===== src/rtl/snitch_cfg_master_pkg.sv =====
`default_nettype none
// ============================================================================
// Package : snitch_cfg_master_pkg
// Brief   : Shared state encoding, AXI constants and default narrow AXI
//           request/response types for narrow_cfg_master.
// Rev     : 1.0 - initial release
// ============================================================================
package snitch_cfg_master_pkg;

  // One transaction in flight at most; each AXI phase has its own state.
  typedef enum logic [2:0] {
    StIdle = 3'd0,
    StAw   = 3'd1,
    StW    = 3'd2,
    StB    = 3'd3,
    StAr   = 3'd4,
    StR    = 3'd5
  } state_e;

  localparam logic [1:0] AxiBurstIncr  = 2'b01;
  localparam logic [1:0] AxiRespOkay   = 2'b00;
  localparam logic [1:0] AxiRespSlvErr = 2'b10;

  // AXI size field for a full-width beat of data_width bits.
  function automatic logic [2:0] axi_size(input int unsigned data_width);
    return 3'($clog2(data_width / 8));
  endfunction

  // Default narrow AXI channel types (48-bit address, 64-bit data).
  typedef struct packed {
    logic [3:0]  id;
    logic [47:0] addr;
    logic [7:0]  len;
    logic [2:0]  size;
    logic [1:0]  burst;
    logic        lock;
    logic [3:0]  cache;
    logic [2:0]  prot;
  } narrow_ax_chan_t;

  typedef struct packed {
    logic [63:0] data;
    logic [7:0]  strb;
    logic        last;
  } narrow_w_chan_t;

  typedef struct packed {
    logic [3:0] id;
    logic [1:0] resp;
  } narrow_b_chan_t;

  typedef struct packed {
    logic [3:0]  id;
    logic [63:0] data;
    logic [1:0]  resp;
    logic        last;
  } narrow_r_chan_t;

  typedef struct packed {
    narrow_ax_chan_t aw;
    logic            aw_valid;
    narrow_w_chan_t  w;
    logic            w_valid;
    logic            b_ready;
    narrow_ax_chan_t ar;
    logic            ar_valid;
    logic            r_ready;
  } narrow_req_t;

  typedef struct packed {
    logic           aw_ready;
    logic           ar_ready;
    logic           w_ready;
    logic           b_valid;
    narrow_b_chan_t b;
    logic           r_valid;
    narrow_r_chan_t r;
  } narrow_rsp_t;

endpackage
`default_nettype wire


===== src/rtl/cfg_master_rr_arb.sv =====
`default_nettype none
// ============================================================================
// Module : cfg_master_rr_arb
// Brief  : NumReq-wide round-robin arbiter. Search starts one past the last
//          winner; the pointer only moves when a grant is actually issued.
// Rev    : 1.0 - initial release
// ============================================================================
module cfg_master_rr_arb #(
  parameter int unsigned NumReq = 2,
  parameter int unsigned IdxW   = (NumReq > 1) ? $clog2(NumReq) : 1
) (
  input  logic              clk,
  input  logic              rst_n,
  input  logic              en_i,
  input  logic [NumReq-1:0] req_i,
  output logic [NumReq-1:0] gnt_o,
  output logic [IdxW-1:0]   idx_o
);

  logic [IdxW-1:0] ptr_q, ptr_d;
  logic [IdxW-1:0] cand;
  logic            found;

  // Pick the first requester at or after the pointer, wrapping around.
  always_comb begin
    gnt_o = '0;
    idx_o = '0;
    found = 1'b0;
    cand  = '0;
    for (int i = 0; i < int'(NumReq); i++) begin
      cand = IdxW'((int'(ptr_q) + i) % int'(NumReq));
      if (en_i && !found && req_i[cand]) begin
        found       = 1'b1;
        idx_o       = cand;
        gnt_o[cand] = 1'b1;
      end
    end
    ptr_d = ptr_q;
    if (found) begin
      ptr_d = (idx_o == IdxW'(NumReq - 1)) ? '0 : idx_o + 1'b1;
    end
  end

  // Pointer register; reset places priority on requester 0.
  always_ff @(posedge clk or posedge rst_n) begin
    if (rst_n) ptr_q <= '0;
    else       ptr_q <= ptr_d;
  end

endmodule
`default_nettype wire


===== src/rtl/narrow_cfg_master.sv =====
`default_nettype none
// ============================================================================
// Module : narrow_cfg_master
// Brief  : Arbitrates NumReq single-beat config commands onto one narrow AXI
//          master port, one transaction at a time, with registered outputs.
// Config : SNITCH_CFG_MASTER_TIMEOUT_EN enables the per-phase watchdog that
//          drives the sticky timeout_o flag; otherwise timeout_o is 0.
// Rev    : 1.0 - initial release
// ============================================================================
module narrow_cfg_master import snitch_cfg_master_pkg::*; #(
  parameter int unsigned NumReq        = 2,
  parameter int unsigned AddrWidth     = 48,
  parameter int unsigned DataWidth     = 64,
  parameter int unsigned TimeoutCycles = 1024,
  parameter type         req_t         = narrow_req_t,
  parameter type         rsp_t         = narrow_rsp_t
) (
  input  logic                               clk,
  input  logic                               rst_n,
  input  logic [NumReq-1:0]                  rq_valid_i,
  output logic [NumReq-1:0]                  rq_ready_o,
  input  logic [NumReq-1:0]                  rq_write_i,
  input  logic [NumReq-1:0][AddrWidth-1:0]   rq_addr_i,
  input  logic [NumReq-1:0][DataWidth-1:0]   rq_wdata_i,
  output logic [NumReq-1:0]                  rs_valid_o,
  output logic [DataWidth-1:0]               rs_rdata_o,
  output logic                               rs_err_o,
  output req_t                               axi_req_o,
  input  rsp_t                               axi_rsp_i,
  output logic                               timeout_o
);

  localparam int unsigned IdxW    = (NumReq > 1) ? $clog2(NumReq) : 1;
  localparam logic [2:0]  AxiSize = axi_size(DataWidth);

  state_e                 state_q, state_d;
  logic [IdxW-1:0]        owner_q, owner_d;
  logic [DataWidth-1:0]   wdata_q, wdata_d;
  req_t                   axi_req_q, axi_req_d;
  logic [NumReq-1:0]      rs_valid_q, rs_valid_d;
  logic [DataWidth-1:0]   rs_rdata_q, rs_rdata_d;
  logic                   rs_err_q, rs_err_d;

  logic                   arb_en;
  logic [NumReq-1:0]      gnt;
  logic [IdxW-1:0]        gnt_idx;

  // No grant while busy, in the completion-pulse cycle, or under reset.
  assign arb_en = (state_q == StIdle) && (rs_valid_q == '0) && !rst_n;

  cfg_master_rr_arb #(
    .NumReq (NumReq),
    .IdxW   (IdxW)
  ) u_arb (
    .clk   (clk),
    .rst_n (rst_n),
    .en_i  (arb_en),
    .req_i (rq_valid_i),
    .gnt_o (gnt),
    .idx_o (gnt_idx)
  );

  // Next state and next (registered) AXI/completion outputs per phase.
  always_comb begin
    state_d    = state_q;
    owner_d    = owner_q;
    wdata_d    = wdata_q;
    axi_req_d  = axi_req_q;
    rs_valid_d = '0;
    rs_rdata_d = rs_rdata_q;
    rs_err_d   = rs_err_q;
    unique case (state_q)
      StIdle: begin
        if (gnt != '0) begin
          owner_d   = gnt_idx;
          wdata_d   = rq_wdata_i[gnt_idx];
          axi_req_d = '0;
          if (rq_write_i[gnt_idx]) begin
            state_d            = StAw;
            axi_req_d.aw_valid = 1'b1;
            axi_req_d.aw.addr  = rq_addr_i[gnt_idx];
            axi_req_d.aw.size  = AxiSize;
            axi_req_d.aw.burst = AxiBurstIncr;
          end else begin
            state_d            = StAr;
            axi_req_d.ar_valid = 1'b1;
            axi_req_d.ar.addr  = rq_addr_i[gnt_idx];
            axi_req_d.ar.size  = AxiSize;
            axi_req_d.ar.burst = AxiBurstIncr;
          end
        end
      end
      StAw: begin
        if (axi_rsp_i.aw_ready) begin
          state_d           = StW;
          axi_req_d         = '0;
          axi_req_d.w_valid = 1'b1;
          axi_req_d.w.data  = wdata_q;
          axi_req_d.w.strb  = '1;
          axi_req_d.w.last  = 1'b1;
        end
      end
      StW: begin
        if (axi_rsp_i.w_ready) begin
          state_d           = StB;
          axi_req_d         = '0;
          axi_req_d.b_ready = 1'b1;
        end
      end
      StB: begin
        if (axi_rsp_i.b_valid) begin
          state_d             = StIdle;
          axi_req_d           = '0;
          rs_valid_d[owner_q] = 1'b1;
          rs_err_d            = (axi_rsp_i.b.resp != AxiRespOkay);
        end
      end
      StAr: begin
        if (axi_rsp_i.ar_ready) begin
          state_d           = StR;
          axi_req_d         = '0;
          axi_req_d.r_ready = 1'b1;
        end
      end
      StR: begin
        if (axi_rsp_i.r_valid) begin
          state_d             = StIdle;
          axi_req_d           = '0;
          rs_valid_d[owner_q] = 1'b1;
          rs_rdata_d          = axi_rsp_i.r.data;
          rs_err_d            = (axi_rsp_i.r.resp != AxiRespOkay);
        end
      end
      default: begin
        state_d   = StIdle;
        axi_req_d = '0;
      end
    endcase
  end

  // FSM and output registers; reset abandons any transaction in flight.
  always_ff @(posedge clk or posedge rst_n) begin
    if (rst_n) begin
      state_q    <= StIdle;
      owner_q    <= '0;
      wdata_q    <= '0;
      axi_req_q  <= '0;
      rs_valid_q <= '0;
      rs_rdata_q <= '0;
      rs_err_q   <= 1'b0;
    end else begin
      state_q    <= state_d;
      owner_q    <= owner_d;
      wdata_q    <= wdata_d;
      axi_req_q  <= axi_req_d;
      rs_valid_q <= rs_valid_d;
      rs_rdata_q <= rs_rdata_d;
      rs_err_q   <= rs_err_d;
    end
  end

  assign rq_ready_o = gnt;
  assign rs_valid_o = rs_valid_q;
  assign rs_rdata_o = rs_rdata_q;
  assign rs_err_o   = rs_err_q;
  assign axi_req_o  = axi_req_q;

  // Response fields this single-ID, single-beat master never looks at.
  logic unused_rsp;
  assign unused_rsp = ^{axi_rsp_i.b.id, axi_rsp_i.r.id, axi_rsp_i.r.last};

`ifdef SNITCH_CFG_MASTER_TIMEOUT_EN
  localparam int unsigned CntW = $clog2(TimeoutCycles + 1);

  logic [CntW-1:0] wd_cnt_q, wd_cnt_d;
  logic            timeout_q, timeout_d;

  // Count cycles spent in the current busy phase; flag sticks at the limit.
  always_comb begin
    wd_cnt_d  = wd_cnt_q;
    timeout_d = timeout_q;
    if (state_d != state_q) begin
      wd_cnt_d = '0;
    end else if ((state_q != StIdle) && (wd_cnt_q != CntW'(TimeoutCycles))) begin
      wd_cnt_d = wd_cnt_q + 1'b1;
    end
    if (wd_cnt_d == CntW'(TimeoutCycles)) timeout_d = 1'b1;
  end

  // Watchdog registers; only reset clears the flag.
  always_ff @(posedge clk or posedge rst_n) begin
    if (rst_n) begin
      wd_cnt_q  <= '0;
      timeout_q <= 1'b0;
    end else begin
      wd_cnt_q  <= wd_cnt_d;
      timeout_q <= timeout_d;
    end
  end

  assign timeout_o = timeout_q;
`else
  logic unused_timeout_cfg;
  assign unused_timeout_cfg = ^TimeoutCycles;
  assign timeout_o = 1'b0;
`endif

endmodule
`default_nettype wire


===== config.mk =====
export PLATFORM = sky130hd
export DESIGN_NAME = narrow_cfg_master
export DESIGN_NICKNAME = d
export VERILOG_FILES = /design/src/rtl/snitch_cfg_master_pkg.sv /design/src/rtl/cfg_master_rr_arb.sv /design/src/rtl/narrow_cfg_master.sv
export SDC_FILE = /design/constraint.sdc
export NUM_CORES = 1
export LEC_CHECK = 0
export CORE_AREA = 2 2 233 235
export CTS_CLUSTER_SIZE = 12
export DETAILED_ROUTE_END_ITERATION = 8
export DIE_AREA = 0 0 235 237
export GPL_TIMING_DRIVEN = 0
export PLACE_DENSITY = 0.55
export REMOVE_ABC_BUFFERS = 1
export SLEW_MARGIN = 5
export SYNTH_ARGS = -nofsm -noshare
export SYNTH_HDL_FRONTEND = slang
export SYNTH_SLANG_ARGS = --single-unit

===== constraint.sdc =====
create_clock -name clk -period 27 [get_ports clk]
set_input_delay 5.4 -clock clk [delete_from_list [all_inputs] [get_ports clk]]
set_output_delay 5.4 -clock clk [all_outputs]
set_load 0.05 [all_outputs]

==> results.py <==
metrics = {
    "status": {
        "status": "complete, no violations",
    },
    "finish": {
        "antenna_cells": 0,
        "fillCellCount": 5232,
        "syn_to_final_growth_pct": 56.7,
        "drive_gt1_share_pct": 9.96,
        "multi_input_area_sq_mm": 0.00474,
        "final_net_count": 1936,
        "final_util_pct": 38.6,
        "seq_area_sq_mm": 0.00753,
    },
    "die": {
        "die_w_microns": 235,
        "dieArea_sq_mm": 0.0557,
        "core_region_area_sq_mm": 0.0533,
        "boundaryPins": 606,
        "die_y_microns": 237,
        "initial_utilization_pct": 24.6,
        "num_rows": 85,
    },
    "detailed_routing": {
        "routed_wl_microns": 41400,
        "drc": 0,
        "drt_iter0_markers": 404,
        "drtAntennaViolNets": 0,
        "dr_total_vias": 10000,
        "post_drt_wl_per_cell_microns": 17.7,
        "firstDrtPassIters": 4,
        "drt-vias-per-instance": 4.27,
    },
    "synth": {
        "synth_xor_xnor_area_share_pct": 0,
        "synth_seq_area_share_pct": 57.4,
        "ys_seq_elements": 301,
        "synth-edff-count": 0,
        "yosys.area_share.simple_pct": 5.26,
        "synth_compound_area_share_pct": 9.95,
        "ys_warn_count": 0,
        "synth_common_cells": "dfrtp_1 (301), mux2i_1 (177), o2bb2ai_1 (99)",
        "synth_top_area_cell": "dfrtp_1",
        "synthArstFlopShare_pct": 100,
        "synthTopCellsByArea": "dfrtp_1 (57%), mux2i_1 (14%), o2bb2ai_1 (6.6%)",
        "ys_types": 34,
        "syn_area_per_cell_sq_um": 12.0,
        "synth_top_family_by_area": "multiplexers",
        "syn_inst": 1093,
        "synth_top_area_share_pct": 57.4,
        "yosysMostFrequentCell": "dfrtp_1",
        "ys.flop_type": "dfrtp_1",
        "syn_area_sq_mm": 0.0131,
        "synth_fa_ha_area_share_pct": 0,
        "synthMuxAreaShare_pct": 19.2,
    },
    "clock_tree": {
        "cts_buffers": 37,
        "cts_hold_buf": 0,
        "cts.sinks": 301,
        "clk_latency_ns": 0.54,
        "cts_tree": "built",
        "htree_levels": 2,
        "post-cts-setup-buffers": 0,
        "cts.repair.resized": 0,
        "path_clk_slew_ns": 0.06,
        "cts.path.max_buffers": 3,
        "cts_root_buf": "clkbuf_16",
    },
    "sta": {
        "finalSetupViolCount": 0,
        "fin_crit_sh_pct": 52.0,
        "rsz0062_at_grt": "no",
        "final_max_slew_viol_count": 0,
        "fmax_mhz": 71.3,
        "tightestPinTransition_ns": 0.788,
        "fin_crit_ns": 14.03,
        "finalHoldViolCount": 0,
        "relSlewSlack_pct": 47.3,
        "fin_setup_tns_ns": 0,
        "clock-skew-final_ns": 0.0223,
    },
    "grt": {
        "grt_max_degree": 117,
        "grtUsageTotal_pct": 14.5,
        "antenna_found_initial": 0,
        "overflow": 0,
        "grt_pass1_wl_microns": 63600,
        "grt_pass1_vias": 10700,
    },
    "placement": {
        "dpl.hpwl_microns": 31100,
        "portBuffers": 551,
        "gp_congestion": 0.747,
    },
    "min_path": {
        "worstHoldStart": "owner_q$_DFFE_PP0P_",
        "hold_path_depth": 1,
        "hold_path_class": "register to register",
        "hold_end": "rs_valid_o[0]$_DFF_PP0_",
    },
    "setup_path": {
        "path_common_cell": "clkdlybuf4s50_1",
        "r2r_cells": 10,
        "r2r-start": "state_q[2]$_DFFE_PP0P_",
        "path_max_fanout": 7,
        "cp_cell_sequence": "clkdlybuf4s50_1, nor3_1, nand4b_1, buf_8, inv_1, clkdlybuf4s50_1",
        "r2r_setup_slack_ns": 23.45,
        "worst_path_dominant_cell_family": "buffers and inverters",
        "cp_slowest_cell": "clkdlybuf4s50_1",
        "start_kind": "input pin",
        "crit_type": "input pin to output pin",
        "r2r-end": "wdata_q[35]$_DFFE_PP0P_",
        "cp.required_ns": 21.60,
        "max_stage_delay_ns": 0.86,
        "end_kind": "output pin",
        "crit_arrival_ns": 8.63,
        "path_buf_inv": 4,
    },
    "flow_run": {
        "maxCapViolCount": 0,
    },
    "power": {
        "vdd_ir_drop_max_v": 0.0000863,
        "p_per_area_mw_per_mm2": 119,
        "switching_share_pct": 44.7,
        "p_int_mw": 1.35,
        "switchingPower_mw": 1.09,
        "leakagePower_nw": 9.37,
        "power_frac_seq_pct": 29.0,
        "comb_power_share_pct": 51.7,
        "clkPwrFrac_pct": 19.3,
    },
}
## sequential cells by signal (all words and copies together), names as in the netlist
signal and flops:
wdata_q 64, rs_valid_o 2, axi_req_o 165, owner_q 1, u_arb.ptr_q 1, state_q 3, rs_rdata_o 64, rs_err_o 1
## layout make-up
| type | count | share of cell area, % |
|---|---|---|
| clock buffer | 51 | 5.26 |
| clock inverter | 10 | 0.304 |
| inverter | 73 | 1.37 |
| multi-input combinational | 631 | 23.0 |
| sequential | 301 | 36.6 |
| tap | 696 | 4.23 |
| timing repair buffer | 580 | 29.2 |
## worst max-delay path by stage
stage | cells after the start | endpoint | from | slack (ns)
global route | 6 | rq_ready_o[1] | rst_n | 12.83
floorplan | 3 | rq_ready_o[1] | rst_n | 8.92
global placement | 5 | rq_ready_o[1] | rst_n | 6.15
CTS | 6 | rq_ready_o[1] | rst_n | 12.91
finish | 6 | rq_ready_o[1] | rst_n | 12.97
detailed placement | 6 | rq_ready_o[1] | rst_n | 12.93
## metrics by stage
stage                     cell area (sq um)  total power, mW  instances  setup WS (ns)  hold slack (ns)
after floorplan                       12500             1.55       1005           8.92            0.403
after global placement                18900             2.01       2252           6.15            0.407
after detailed placement              19400             1.99       2281          12.93            0.418
after CTS                             20600             2.48       2342          12.91            0.434
after global routing                  20600             2.57       2342          12.83            0.451
final                                 20600             2.44       2342          12.97            0.424
## layer usage
metal | vias to the layer above | share of wire [%] | global-route usage (%)
li1 | 4712 | - | -
met1 | 4862 | 40 | 17.3
met2 | 375 | 49 | 24.5
met3 | 53 | 9.1 | 5.74
met4 | 0 | 1.7 | 3.36
met5 | - | 0 | 0
## cells by family after synthesis
group / count (synthesis)
AND/OR/NAND/NOR: 164
flip-flops: 301
buffers and inverters: 205
other: 1
multiplexers: 243
AO/OA/AOI/OAI: 179
## power groups by stage
stage	Sequential (mW)	Combinational, mW	Clock, mW
2_1_floorplan	1.12	0.437	0
3_3_place_gp	0.710	1.30	0
3_5_place_dp	0.713	1.28	0
4_1_cts	0.710	1.28	0.490
5_1_grt	0.732	1.33	0.508
6_report	0.709	1.26	0.472
## placed cells by master, fill, tap and decap left out, drive strengths merged, types with 2 or more instances in the layout
cell type and n:
a211oi 2, a21bo 2, a21oi 65, buf 29
clkbuf 51, clkdlybuf4s50 551, clkinv 7, clkinvlp 2
conb 45, dfrtp 301, inv 74, mux2 66
mux2i 177, nand2 70, nand3 4, nor2 71
nor2b 2, nor3 5, nor3b 4, nor4b 2
o21ai 5, o2bb2ai 99, o32ai 2
No activity file was read; power rests on OpenSTA's default activity.
